## src/rtl/poly_fifo_wr_sequencer.sv

```systemverilog
// poly_fifo_wr_sequencer
//   Write-side sequencer for the double-buffered polynomial FIFO. It takes a
//   valid/ready stream of line pairs and drives the FIFO source handshake so
//   that each polynomial fills one buffer and commits it exactly once. It never
//   claims a new buffer while the FIFO reports full.
//
// Ports
//   i_clk, i_rstn                 clock, async active-low reset
//   i_in_valid / o_in_ready       upstream pair handshake
//   i_in_da, i_in_db              even / odd line of the pair
//   i_fifo_full                   FIFO source full flag
//   o_fifo_wr_finish              FIFO source wr_finish (high = not writing)
//   o_fifo_addr_a/_b              line write addresses (2k, 2k+1)
//   o_fifo_da/_db                 line write data
//   o_fifo_word_sel_a/_b          per-word write enables
//   o_busy                        state != IDLE
//   o_poly_done                   one-cycle pulse in the commit cycle
//   o_poly_cnt                    committed polynomials, wraps at 2^16
//
// state | meaning
// ------+-----------------------------------------------------------------
// IDLE  | buffer not claimed; wait for in_valid with FIFO not full
// FILL  | buffer claimed; accept PAIRS beats, write each one cycle later
// DONE  | last pair written together with wr_finish; commit cycle
module poly_fifo_wr_sequencer #(
  parameter int DATA_WIDTH = 64,
  parameter int SEL_WIDTH  = 4,
  parameter int ADDR_WIDTH = 3,
  parameter int PAIRS      = 2 ** (ADDR_WIDTH - 1)
) (
  input  logic                  i_clk,
  input  logic                  i_rstn,
  input  logic                  i_in_valid,
  output logic                  o_in_ready,
  input  logic [DATA_WIDTH-1:0] i_in_da,
  input  logic [DATA_WIDTH-1:0] i_in_db,
  input  logic                  i_fifo_full,
  output logic                  o_fifo_wr_finish,
  output logic [ADDR_WIDTH-1:0] o_fifo_addr_a,
  output logic [ADDR_WIDTH-1:0] o_fifo_addr_b,
  output logic [DATA_WIDTH-1:0] o_fifo_da,
  output logic [DATA_WIDTH-1:0] o_fifo_db,
  output logic [SEL_WIDTH-1:0]  o_fifo_word_sel_a,
  output logic [SEL_WIDTH-1:0]  o_fifo_word_sel_b,
  output logic                  o_busy,
  output logic                  o_poly_done,
  output logic [15:0]           o_poly_cnt
);

  // Pair index k only needs to address half the lines; the line address is
  // formed by appending the even/odd bit.
  localparam int KW = ADDR_WIDTH - 1;
  localparam logic [KW-1:0] LAST_K = KW'(PAIRS - 1);

  typedef enum logic [1:0] {
    S_IDLE = 2'd0,
    S_FILL = 2'd1,
    S_DONE = 2'd2
  } state_t;

  state_t                r_state;
  logic [KW-1:0]         r_k;
  logic                  r_wr_finish;
  logic [ADDR_WIDTH-1:0] r_addr_a;
  logic [ADDR_WIDTH-1:0] r_addr_b;
  logic [DATA_WIDTH-1:0] r_da;
  logic [DATA_WIDTH-1:0] r_db;
  logic [SEL_WIDTH-1:0]  r_sel_a;
  logic [SEL_WIDTH-1:0]  r_sel_b;
  logic                  r_poly_done;
  logic [15:0]           r_poly_cnt;

  logic                  w_accept;

  assign o_in_ready = (r_state == S_FILL);
  assign o_busy     = (r_state != S_IDLE);
  assign w_accept   = i_in_valid && (r_state == S_FILL);

  always_ff @(posedge i_clk or negedge i_rstn) begin
    if (!i_rstn) begin
      r_state     <= S_IDLE;
      r_k         <= '0;
      r_wr_finish <= 1'b1;
      r_addr_a    <= '0;
      r_addr_b    <= '0;
      r_da        <= '0;
      r_db        <= '0;
      r_sel_a     <= '0;
      r_sel_b     <= '0;
      r_poly_done <= 1'b0;
      r_poly_cnt  <= '0;
    end else begin
      case (r_state)
        S_IDLE: begin
          r_sel_a     <= '0;
          r_sel_b     <= '0;
          r_poly_done <= 1'b0;
          r_wr_finish <= 1'b1;
          // Dropping wr_finish here claims the buffer one cycle before the
          // first write reaches the FIFO.
          if (i_in_valid && !i_fifo_full) begin
            r_state     <= S_FILL;
            r_wr_finish <= 1'b0;
          end
        end

        S_FILL: begin
          if (w_accept) begin
            r_addr_a <= {r_k, 1'b0};
            r_addr_b <= {r_k, 1'b1};
            r_da     <= i_in_da;
            r_db     <= i_in_db;
            r_sel_a  <= '1;
            r_sel_b  <= '1;
            if (r_k == LAST_K) begin
              // Final write and commit land in the same cycle.
              r_k         <= '0;
              r_wr_finish <= 1'b1;
              r_poly_done <= 1'b1;
              r_state     <= S_DONE;
            end else begin
              r_k <= r_k + 1'b1;
            end
          end else begin
            // Bubble: write enable stays active but no word is selected.
            r_sel_a <= '0;
            r_sel_b <= '0;
          end
        end

        S_DONE: begin
          r_sel_a     <= '0;
          r_sel_b     <= '0;
          r_wr_finish <= 1'b1;
          r_poly_done <= 1'b0;
          r_poly_cnt  <= r_poly_cnt + 16'd1;
          r_state     <= S_IDLE;
        end

        default: begin
          r_state     <= S_IDLE;
          r_wr_finish <= 1'b1;
          r_sel_a     <= '0;
          r_sel_b     <= '0;
          r_poly_done <= 1'b0;
        end
      endcase
    end
  end

  assign o_fifo_wr_finish  = r_wr_finish;
  assign o_fifo_addr_a     = r_addr_a;
  assign o_fifo_addr_b     = r_addr_b;
  assign o_fifo_da         = r_da;
  assign o_fifo_db         = r_db;
  assign o_fifo_word_sel_a = r_sel_a;
  assign o_fifo_word_sel_b = r_sel_b;
  assign o_poly_done       = r_poly_done;
  assign o_poly_cnt        = r_poly_cnt;

endmodule

```

## config.mk

```make
export PLATFORM = sky130hd
export DESIGN_NAME = poly_fifo_wr_sequencer
export DESIGN_NICKNAME = d
export VERILOG_FILES = /design/src/rtl/poly_fifo_wr_sequencer.sv
export SDC_FILE = /design/constraint.sdc
export NUM_CORES = 1
export LEC_CHECK = 0
export CAP_MARGIN = 20
export CORE_UTILIZATION = 38
export DETAILED_ROUTE_END_ITERATION = 8
export GPL_ROUTABILITY_DRIVEN = 0
export PLACE_DENSITY = 0.79
export SYNTH_ARGS = -nofsm -noshare
export SYNTH_HDL_FRONTEND = slang
export SYNTH_SLANG_ARGS = --single-unit
export TNS_END_PERCENT = 1
```

## constraint.sdc

```tcl
create_clock -name i_clk -period 1.5 [get_ports i_clk]
set_input_delay 0.15 -clock i_clk [delete_from_list [all_inputs] [get_ports i_clk]]
set_output_delay 0.15 -clock i_clk [all_outputs]
set_load 0.05 [all_outputs]
```

# After elaboration in Yosys (flattened, before gate mapping)
# Cells that the tools add are included.
dict set report word_totals {
  wordCells 38
  ff_bits 159
  mem_bits_rw 0
  in_bits 132
  output_inout_bits 162
  rom_bits 0
  latch_bits 0
  n_memories 0
}
dict set report op_classes {
  n_eq_ne 6
  add_sub_neg 2
  div_mod_pow 0
  n_bitwise 0
  n_shift 0
  reduce_logical 8
  order_cmp 0
  mul 0
  n_mux 12
}
# operator n
set ops {}
lappend ops {{$add 16x1->16 const B} 1}
lappend ops {{$mux 2} 4}
lappend ops {{$mux 4} 2}
lappend ops {{$eq 2x2->1 const B} 2}
lappend ops {{$mux 1} 4}
lappend ops {{$ne 2x1->1 const B} 2}
lappend ops {{$pmux 2 s2} 1}
lappend ops {{$reduce_and 2->1} 2}
lappend ops {{$reduce_and 3->1} 1}
lappend ops {{$add 2x1->2 const B} 1}
lappend ops {{$eq 2x1->1 const B} 1}
lappend ops {{$logic_and 1x1->1} 2}
lappend ops {{$logic_not 2->1} 1}
lappend ops {{$ne 2x2->1 const B} 1}
lappend ops {{$pmux 1 s2} 1}
lappend ops {{$reduce_bool 2->1} 1}
lappend ops {{$logic_not 1->1} 1}

# Longest topological paths before layout
dict set report logic_depth {
  depth_word 4
  depth_mapped 6
  depth_no_buf 5
}

# Worst setup path after synthesis
# No wires, ideal clock.
dict set report synth_path {
  kind {flip-flop to flip-flop}
  startpoint {register r_state[1]}
  endpoint {register r_da[0] (netlist: o_fifo_da[0])}
  t_required_ns 1.375
  n_path_buf 2
  stages_incl_launch_ff 7
  synth_period_minus_slack_ns 1.721
  setup_ns 0.125
  path_slack_ns -0.221
  t_arrival_ns 1.596
  path_cell_list {dfrtp_1 nor2b_4 nand2_4 inv_4 buf_12 buf_12 mux2_4}
}
dict set report synth_via {
  elab_chain_cells 3
}
# element line_no
set synth_rtl {}
lappend synth_rtl {{start: declaration} 61} ;# state_t r_state;
lappend synth_rtl {{start signal: assignment} 81} ;# r_state <= S_IDLE;
lappend synth_rtl {{start signal: assignment} 102} ;# r_state <= S_FILL;
lappend synth_rtl {{start signal: assignment} 120} ;# r_state <= S_DONE;
lappend synth_rtl {{$eq 2x1->1 (*)} -}
lappend synth_rtl {{net o_in_ready} 34} ;# output logic o_in_ready,
lappend synth_rtl {{$logic_and 1x1->1} 77} ;# assign w_accept = i_in_valid && (r_state == S_FILL);
lappend synth_rtl {{$reduce_and 2->1 (no line) (*)} -}
lappend synth_rtl {{end signal: assignment} 111} ;# r_da <= i_in_da;
lappend synth_rtl {{end: declaration} 66} ;# logic [DATA_WIDTH-1:0] r_da;
# Mark *: on every way through the listed nets, which the timed path passes. The rest lies on a longest branch.
# A chain may end at the register's enable or synchronous reset.

# Final worst setup path
dict set report layout_path {
  startpoint {register r_state[0]}
  endpoint {register r_da[9] (netlist: o_fifo_da[9])}
}
dict set report layout_via {
  elab_chain_cells 3
}
# element line_no
set layout_rtl {}
lappend layout_rtl {{$eq 2x1->1 (*)} {77, 93}}
lappend layout_rtl {{$logic_and 1x1->1} 77}
lappend layout_rtl {{$reduce_and 2->1 (no line) (*)} -}
# Mark *: on every way between the ends. The rest lies on a longest branch, timed or not.

==> impl_summary.md <==
Logic synthesis
The post-synthesis cell type with the largest combined area is dfrtp_1. Synthesis handed over a netlist of 371 instances. Yosys printed 0 warnings. The average footprint of a synthesized cell is 17.4 sq um. The number of nets in the synthesized netlist is 505.

Synthesis inferred 154 register bits. The share of synthesized area in the top cell type comes to 0.595. By area the synthesized netlist is led by dfrtp_1, mux2_4, mux2_2.

The fraction of the yosys area taken by sequential cells is 0.599. The count of unique library cells instantiated by Yosys is 32. The combined area of all synthesized cells is 6440 sq um.

Setup path
The maximum fanout along the worst path is 36. On the critical path, the stage with the largest delay is an instance of dfrtp_1. The number of buffers and inverters on the critical path is 2. The critical path goes through nor2b_4 -> nand2_4 -> inv_6 -> buf_12 -> mux2_4.

In this design, the stage delay of the slowest critical-path cell is 380 ps. The cell type group with the largest total delay on the critical path is flip-flops. The sort of element at the start of the critical path is a flop. The kind of end point of the critical path is a flop. The arrival time at the worst endpoint is 1820 ps. The data required time at the worst endpoint is 1790 ps.

The classification of the worst setup path is reg2reg.

Placement
Timing analysis after detailed placement gives a worst setup slack of -140 ps. The number of placed instances with taps included is 880. The quantity of I/O buffers inserted on ports is 292.

In this run the cell area measured after placement is 9300 sq um. Detailed placement finished with a half-perimeter wire length of 11400 um.

Floorplanning
The vertical die dimension is 132 um. In this run the count of I/O pins placed on the die edge is 294. After floorplanning, the core was sized to cover 16600 sq um. The starting utilization of the core area is 0.388. The floorplan step set the die width to 132 um.

The number of core rows is 47. The floorplan step defined a die boundary enclosing 17500 sq um.

GRT
The routing layer with the top usage in global route is met2. The global-route met2 utilization is 0.323. The number of global-route vias before repair came to 4700. For met3 alone, demand over resource in global routing was 0.0684. The initial antenna violation count is 0. The first-pass GRT wire length is 25100 um. For this run, global-route usage on met1 was measured as 0.208. Across every metal layer, demand over resource in global routing totals 0.185.

Entering global routing, the biggest net connects 56 pins. For this run the aggregate overflow at the end of global routing stands at 0.

Pwr
The switching share of total power is 0.461. The clock share of power is 0.157. For this design the total switching power over the nets is 12.5 mW.

The power density of the placed cells is 2720 nW/um^2. The total power of the final layout is 27.1 mW. The peak ir drop on the vdd network is 1520 uV. The internal portion of the total power is 14.6 mW. Of the total power, registers draw 0.270. The total leakage power is 4.70 nW.

The part of the power in combinational logic is 0.573.

Final layout
Compared with the post-synthesis result, the final layout area differs by 54.9%. Counting the fill cells in the layout gives 1285. The final net count is 818. After routing the design area is 9970 sq um. Excluding fillers, the count of instances in the completed layout stands at 917. The final design utilization is 0.601. The layout cell share with drive strength beyond 1 is 0.515. The count of antenna diodes in the layout is 0.

Timing
The final number of hold-violating endpoints came to 0. Of the available clock period, the critical path in the final layout requires 1.02. The count of final setup violators is 64. The count of final max-slew check failures is 0.

The minimum hold slack is 171 ps. After layout, the minimum clock period comes to 1530 ps. Across all setup checks in the final design, the least slack found is -26.2 ps. The largest clock skew in the final design is 7.26 ps. Setup repair after global routing could not meet its margin everywhere. The post-route setup TNS is -412 ps. The maximum clock frequency is 655 MHz.

Routing
The final layout contains routed wiring with a total length of 15700 um. For this run, the detailed router's first-pass iteration total came to 4. In this run the remaining antenna-violating nets after routing total 0. After detailed routing, the number of vias per cell comes to 4.58.

The routed layout has 4196 vias. The number of DRC markers in iteration 0 is 130. Dividing the detail-routed wire length by the instance count gives 17.2 um. After detailed routing, the number of remaining DRC violations is 0.

Clock network
The clock drives 154 sinks. The later pin in the worst-skew pair is clocked with a latency of 420 ps. The clock-pin transition on the worst setup and hold timing paths is 60 ps.

The number of buffers added by the clock tree synthesis step is 17. TritonCTS built the clock tree. The H-tree was split into 4 levels. The root buffer cell is clkbuf_16.

In this run the deepest clock path goes through 2 buffers.

Run status
The checks that failed: setup timing. The run finished, with violations left.

Hold path
The path class of the lowest-slack min-delay path is in2async.

Flow run
The tool flagged a number of max-cap violations equal to 0.
final timing paths:
kind / start / endpoint / slack [ps] / depth (start not counted)
worst min register to register: o_fifo_addr_b[0] / o_fifo_addr_b[0] / 490 / 1
worst max register to register: r_state[0] / o_fifo_da[9] / -30 / 5
max in group asynchronous: i_rstn / o_fifo_wr_finish / 710 / 3
worst max-delay path: r_state[0] / o_fifo_da[9] / -30 / 5
min in group i_clk: i_in_da[13] / o_fifo_da[13] / 340 / 2
worst min-delay path: i_rstn / o_fifo_db[18] / 170 / 2
cells by family (layout without fill, tap and decap cells):
family          count (synthesis)  after routing  synth area share
compound gates                  4              4           0.00350
xor+xnor                       15             15            0.0204
fa+ha+maj                       2              2           0.00389
buf+inv                        26            352            0.0509
flops                         154            154             0.599
mux                           132            132             0.289
other cells                     1              1          0.000582
simple gates                   37             37            0.0336
cell usage after synthesis, drive strengths merged:
library cell,number
and3,2
xor2,7
and4,2
nor3,3
xnor2,8
nand4b,1
inv,2
or2,1
nor2b,2
ha,2
a21o,1
or3,1
nand4,2
nand3,5
nand3b,1
mux2,132
conb,1
dfrtp,153
buf,24
and2b,1
o21ai,1
a21oi,2
nor2,6
nand2b,2
nand2,8
dfstp,1
layer usage:
layer | up-vias | share of wire
met3 | 20 | 0.082
li1 | 1900 | -
met2 | 206 | 0.51
met4 | 0 | 0.015
met5 | - | 0
met1 | 2070 | 0.39
state kept, by name (all words and copies together) (netlist names):
name	count
o_poly_cnt	16
r_k	2
o_fifo_da	64
o_fifo_addr_b	3
o_fifo_wr_finish	1
o_fifo_db	64
r_state	2
o_fifo_word_sel_b	1
o_poly_done	1
worst register-to-register path, stage by stage, from the launching register on:
cell and delay [ps]:
dfrtp_1 380, nor2b_4 200, nand2_4 80, inv_6 100
buf_12 260, mux2_4 380
cells in the final DEF, fill, tap and decap left out, drive strengths merged:
| cell | Yosys | final |
|---|---|---|
| or2 | 1 | 1 |
| nand4b | 1 | 1 |
| nor2b | 2 | 2 |
| dfrtp | 153 | 153 |
| nand3b | 1 | 1 |
| dlygate4sd3 | 0 | 1 |
| conb | 1 | 1 |
| mux2 | 132 | 132 |
| clkbuf | 0 | 19 |
| nor3 | 3 | 3 |
| nand3 | 5 | 5 |
| buf | 24 | 187 |
| a21oi | 2 | 2 |
| bufinv | 0 | 2 |
| xor2 | 7 | 7 |
| or3 | 1 | 1 |
| dfstp | 1 | 1 |
| nand2b | 2 | 2 |
| and3 | 2 | 2 |
| o21ai | 1 | 1 |
| a21o | 1 | 1 |
| nor2 | 6 | 6 |
| clkinvlp | 0 | 2 |
| nand4 | 2 | 2 |
| clkinv | 0 | 6 |
| xnor2 | 8 | 8 |
| clkdlybuf4s50 | 0 | 130 |
| and2b | 1 | 1 |
| nand2 | 8 | 8 |
| inv | 2 | 5 |
| ha | 2 | 2 |
| and4 | 2 | 2 |
layout make-up:
| class | instances | area, sq um | share of cell area |
|---|---|---|---|
| Sequential cell | 154 | 3850 | 0.386 |
| Timing Repair Buffer | 318 | 2960 | 0.297 |
| Multi-Input combinational cell | 191 | 2280 | 0.229 |
| Clock buffer | 19 | 443 | 0.0444 |
| Tap cell | 220 | 275 | 0.0276 |
| Clock inverter | 13 | 143 | 0.0143 |
| Inverter | 2 | 12.5 | 0.00125 |
what timing repair did:
item	4_1_cts	5_1_grt
buffers inserted	4	0
pin swaps	1	1
hold buffers	1	0
gates resized for setup	7	4
endpoints found under the hold margin	153	0
endpoints found under the setup margin	70	133
power groups by stage:
stage	Clock [mW]	Sequential [mW]	Combinational [mW]
2_1_floorplan	0	13.7	4.49
3_3_place_gp	0	7.26	15.3
3_5_place_dp	0	7.31	15.5
4_1_cts	4.38	7.33	15.6
5_1_grt	4.55	7.55	16.0
6_report	4.26	7.31	15.6
Note: power is estimated with default switching activity, not from simulation.
==> variant 1 (same settings) <==
Encoding of `state_t`: now one-hot (3 bits for 3 states).
--- a/src/rtl/poly_fifo_wr_sequencer.sv
+++ b/src/rtl/poly_fifo_wr_sequencer.sv
@@ -52,10 +52,10 @@
   localparam int KW = ADDR_WIDTH - 1;
   localparam logic [KW-1:0] LAST_K = KW'(PAIRS - 1);
 
-  typedef enum logic [1:0] {
-    S_IDLE = 2'd0,
-    S_FILL = 2'd1,
-    S_DONE = 2'd2
+  typedef enum logic [2:0] {
+    S_IDLE = 3'b001,
+    S_FILL = 3'b010,
+    S_DONE = 3'b100
   } state_t;
 
   state_t                r_state;
Behaviour: no difference found for any inputs over 4 cycles, from zero or initial values and one cycle with i_rstn low; so few cycles prove little.
==> variant 1 against the original RTL <==
The flow still finishes with violations (negative setup slack). Wire length shrank 0.96%. Setup slack lost 0.069 ns. Count of clock-buffer cells in the layout grew 2. Clock skew grew 0.00070 ns. Global-route usage shrank 0.44 points. Sequential power shrank 12%. Design area grew 0.84%. Power shrank 24%. Sequential cell count grew 1. Synthesized cell count grew 0.27%. Synthesized area shrank 2.5%. Non-clock buffer count grew 12. Critical endpoint unchanged. Highest routed layer unchanged.
==> variant 1: results (changes against the original RTL) <==
| Metric | Value |
|---|---|
| Status | `finished, violations left (unchanged)` |
| Failing checks | `negative setup slack (unchanged)` |
| Cell variety after synth | `26 (was 32)` |
| Compound-Gate Fraction of Synth Area | `0.199% (was 0.350%)` |
| Maximum fanout along the worst path | `14 (was 36)` |
| Post-Synth Adder-Cell Area | `0.399% (was 0.389%)` |
| Setup bufs post-CTS | `0 (was 4)` |
| Dpl cell area | `9350 µm² (was 9300 µm²)` |
| Max incr delay on CP | `0.40 ns (was 0.38 ns)` |
| Vias in the first global route | `4518 (was 4700)` |
| Post-synthesis mux area share | `27.3% (was 28.9%)` |
| Worst VDD drop | `1.15 mV (was 1.52 mV)` |
| M3 GR Usage | `5.70% (was 6.84%)` |
| Sequential fraction of the synthesis area | `61.8% (was 59.9%)` |
| CTS Buffer Depth | `2 (unchanged)` |
| Total negative slack | `-7.78 ns (was -0.412 ns)` |
| FF-to-FF Start | `r_state[2] (was r_state[0])` |
| Antenna violations before repair | `0 (unchanged)` |
| Xor-xnor portion of the synthesized cell area | `2.09% (was 2.04%)` |
| Synth area leaders | `dfrtp_1 (61%), mux2_4 (14%), mux2_2 (13%), buf_12 (2.2%), buf_4 (2.0%) (was dfrtp_1 (59%), mux2_4 (23%), mux2_2 (5.8%), buf_12 (3.4%), buf_4 (1.5%))` |
| Syn_nets | `506 (was 505)` |
| Largest net degree at the start of global routing | `52 (was 56)` |
| Met1 Use GR | `20.3% (was 20.8%)` |
| Finish-stage setup viols | `127 (was 64)` |
| First-pass GRT wire length | `23400 µm (was 25100 µm)` |
| Family with the most delay on the worst path | `simple AND/OR/NAND/NOR gates (was flip-flops)` |
| FF+latch count, synth | `155 (was 154)` |
| Detailed-route via count | `4317 (was 4196)` |
| WL per Instance | `16.9 µm (was 17.2 µm)` |
| Clock Pin Slew Worst Setup and Hold Paths | `0.06 ns (about the same)` |
| Clock skew | `0.00796 ns (was 0.00726 ns)` |
| Met2 Usage GRT | `31.5% (was 32.3%)` |
| Final worst setup slack | `-0.0955 ns (was -0.0262 ns)` |
| Mapped Cells | `372 (was 371)` |
| Max H-tree Level | `4 (unchanged)` |
| Commonest cells post-synth | `dfrtp_1 (153), mux2_2 (75), mux2_4 (58), buf_4 (17), nand2_1 (10) (was dfrtp_1 (153), mux2_4 (99), mux2_2 (33), buf_4 (13), buf_12 (11))` |
| Dpl cells | `892 (was 880)` |
| Final #Nets | `830 (was 818)` |
| DRT iter0 DRCs | `109 (was 130)` |
| Layout cells sized above 1 | `52.2% (was 51.5%)` |
| ANT cells | `0 (unchanged)` |
| Lkg Pwr | `4.81 nW (was 4.70 nW)` |
| Final wirelength | `15600 µm (was 15700 µm)` |
| DRT antenna net count | `0 (unchanged)` |
| Crit path DAT | `1.89 ns (was 1.82 ns)` |
| Place WS | `-0.102 ns (was -0.140 ns)` |
| Post-DP HPWL | `11900 µm (was 11400 µm)` |
| Filler Cells Inserted | `1183 (was 1285)` |
| Overall Global Routing Usage | `18.1% (was 18.5%)` |
## variant 1: kinds of logic (layout without fill, tap and decap cells)
kind of cell / after synthesis / after routing
mux: 133 / 133
xor+xnor: 15 / 15
fa+ha+maj: 2 / 2
other cells: 1 / 1
flops: 155 / 155
simple gates: 39 / 39
buf+inv: 25 / 362
compound gates: 2 / 2
## variant 1: worst min-delay path by stage
stage | from | to | slack, ns | cells past startpoint
2_1_floorplan | i_rstn | o_fifo_addr_b[0] | -0.15 | 0
3_3_place_gp | i_rstn | o_fifo_db[60] | 0.14 | 1
3_5_place_dp | i_rstn | o_fifo_da[4] | 0.15 | 1
4_1_cts | i_rstn | o_fifo_da[4] | 0.27 | 2
5_1_grt | i_rstn | o_fifo_da[4] | 0.33 | 2
6_report | i_rstn | o_fifo_da[4] | 0.29 | 2
## variant 1: what timing repair did
item / in CTS / in global routing
endpoints found under the setup margin: 129 / 134
resized for setup: 24 / 8
hold endpoints to repair: 42 / 0
hold buffers: 1 / 0
pin swaps: 0 / 3
## variant 1: metal layers
metal | part of all wire [%] | up-vias
li1 | - | 1940
met1 | 38 | 2153
met2 | 51 | 195
met3 | 8.2 | 29
met4 | 2.3 | 0
met5 | 0 | -
## variant 1: where the power goes
| part | switching [mW] | total, mW | internal (mW) |
|---|---|---|---|
| clock | 1.63 | 4.16 | 2.53 |
| combinational | 6.37 | 10.0 | 3.68 |
| sequential | 0.859 | 6.46 | 5.60 |
| total | 8.85 | 20.7 | 11.8 |
## variant 1: area by class of cell
class,instances,area [µm²],share of cell area (%)
multi-input combinational,192,2220,22.1
tap,216,270,2.69
sequential,155,3880,38.6
clock inverter,11,120,1.19
clock buffer,21,460,4.58
timing repair buffer,330,3110,30.9
==> variant 2 (config.mk and constraints unchanged) <==
Without the edit above. The parameter `ADDR_WIDTH` goes from 3 to 4.
--- a/src/rtl/poly_fifo_wr_sequencer.sv
+++ b/src/rtl/poly_fifo_wr_sequencer.sv
@@ -25,7 +25,7 @@
 module poly_fifo_wr_sequencer #(
   parameter int DATA_WIDTH = 64,
   parameter int SEL_WIDTH  = 4,
-  parameter int ADDR_WIDTH = 3,
+  parameter int ADDR_WIDTH = 4,
   parameter int PAIRS      = 2 ** (ADDR_WIDTH - 1)
 ) (
   input  logic                  i_clk,
Interface: changed (resized o_fifo_addr_a and o_fifo_addr_b); port bits go from 294 to 296. The function was not compared with the original's and may differ.
==> variant 2 against the original RTL <==
The run still ends with negative setup slack left. Wire length decreased by 1.9%. Synthesized area shrank 5.8%. Setup slack better by 0.012 ns. Power shrank 4.3%. Core utilization increased by 4.1 points. Design area shrank 1.0%. Worst hold slack improved by 0.067 ns. Sequential cell count is 2 higher. Largest cell class unchanged. Highest routed layer unchanged.
==> variant 2: results (changes against the original RTL) <==
| Metric | Value |
|---|---|
| Lkg Pwr | `4.51 nW (was 4.70 nW)` |
| Vias per cell | `4.60 (was 4.58)` |
| Commonest cells post-synth | `dfrtp_1 (155), mux2_1 (89), mux2_2 (44), nand2_1 (13) (was dfrtp_1 (153), mux2_4 (99), mux2_2 (33), buf_4 (13), buf_12 (11))` |
| FF-to-FF setup slack | `0.01 ns (was -0.03 ns)` |
| Crit path DAT | `1.36 ns (was 1.82 ns)` |
| Place WS | `-0.147 ns (was -0.140 ns)` |
| Dpl cell area | `9010 µm² (was 9300 µm²)` |
| Synth area leaders | `dfrtp_1 (64%), mux2_1 (17%), mux2_2 (8.2%), buf_6 (1.7%), xnor2_1 (1.6%) (was dfrtp_1 (59%), mux2_4 (23%), mux2_2 (5.8%), buf_12 (3.4%), buf_4 (1.5%))` |
| Port Buffers | `294 (was 292)` |
| First-pass GRT wire length | `22700 µm (was 25100 µm)` |
| Final #Nets | `830 (was 818)` |
| Final wirelength | `15400 µm (was 15700 µm)` |
| Syn_nets | `514 (was 505)` |
| Status | `finished, violations left (unchanged)` |
| Worst VDD drop | `1.91 mV (was 1.52 mV)` |
| Post-DP HPWL | `11000 µm (was 11400 µm)` |
| Total negative slack | `-0.0147 ns (was -0.412 ns)` |
| R2R cell count | `6 (was 5)` |
| Critical path class | `register to output port (was register to register)` |
| Sequential fraction of the synthesis area | `64.4% (was 59.9%)` |
| Maximum fanout along the worst path | `4 (was 36)` |
| Finish-stage setup viols | `1 (was 64)` |
| Max incr delay on CP | `0.41 ns (was 0.38 ns)` |
| Final worst setup slack | `-0.0147 ns (was -0.0262 ns)` |
| CP endpoint | `o_busy (was o_fifo_da[9])` |
| Hold Slack | `0.238 ns (was 0.171 ns)` |
| Largest net degree at the start of global routing | `48 (was 56)` |
| RR Endpoint | `o_poly_cnt[6] (was o_fifo_da[9])` |
| Cell variety after synth | `33 (was 32)` |
| Dpl cells | `878 (was 880)` |
| Failing checks | `negative setup slack (unchanged)` |
| Filler Cells Inserted | `1131 (was 1285)` |
==> variant 2: worst min-delay path by stage <==
stage	start	end
global placement	i_rstn	o_fifo_da[24]
finish	i_rstn	o_fifo_db[57]
floorplan	i_rstn	o_fifo_addr_b[0]
global route	i_rstn	o_fifo_db[57]
CTS	i_rstn	o_fifo_db[57]
detailed placement	i_rstn	o_fifo_db[57]
==> variant 2: final cells by class <==
type	instances	area, µm²	area share, %
Timing Repair Buffer	322	3060	31.0
Sequential cell	156	3910	39.6
Inverter	2	20.0	0.203
Multi-Input combinational cell	196	2000	20.2
Tap cell	211	264	2.67
Clock buffer	24	492	4.98
Clock inverter	7	135	1.37
==> variant 2: what timing repair did <==
action,4_1_cts,5_1_grt
buffers inserted,2,1
setup endpoints to repair,87,138
pin swaps,0,3
endpoints found under the hold margin,80,0
resized for setup,6,20
cloned,0,5
hold buffers,1,0
==> variant 2: cells by family (layout without fill, tap and decap cells) <==
logic type | after synthesis | count (layout) | synth area share (%)
buffers and inverters | 27 | 355 | 3.73
DFF | 156 | 156 | 64.4
adders and majority gates | 3 | 3 | 0.619
muxes | 133 | 133 | 24.7
xor gates and xnor gates | 15 | 15 | 2.17
other | 1 | 1 | 0.0618
and+or+nand+nor | 40 | 40 | 3.94
AOI/OAI and AO/OA | 4 | 4 | 0.371
==> variant 2: metal layers <==
layer | global-route usage, % | part of all wire [%] | vias to the layer above
met5 | 0 | 0 | -
met4 | 7.27 | 1.6 | 0
met3 | 6.47 | 8.4 | 15
met2 | 31.6 | 51 | 195
met1 | 20.2 | 39 | 2071
li1 | - | - | 1941
==> variant 2: report_power, final <==
part           total (mW)  internal, mW  switching (mW)
sequential           7.18          6.11            1.08
clock                4.54          2.95            1.59
combinational        14.3          4.95            9.30
total                26.0          14.0            12.0
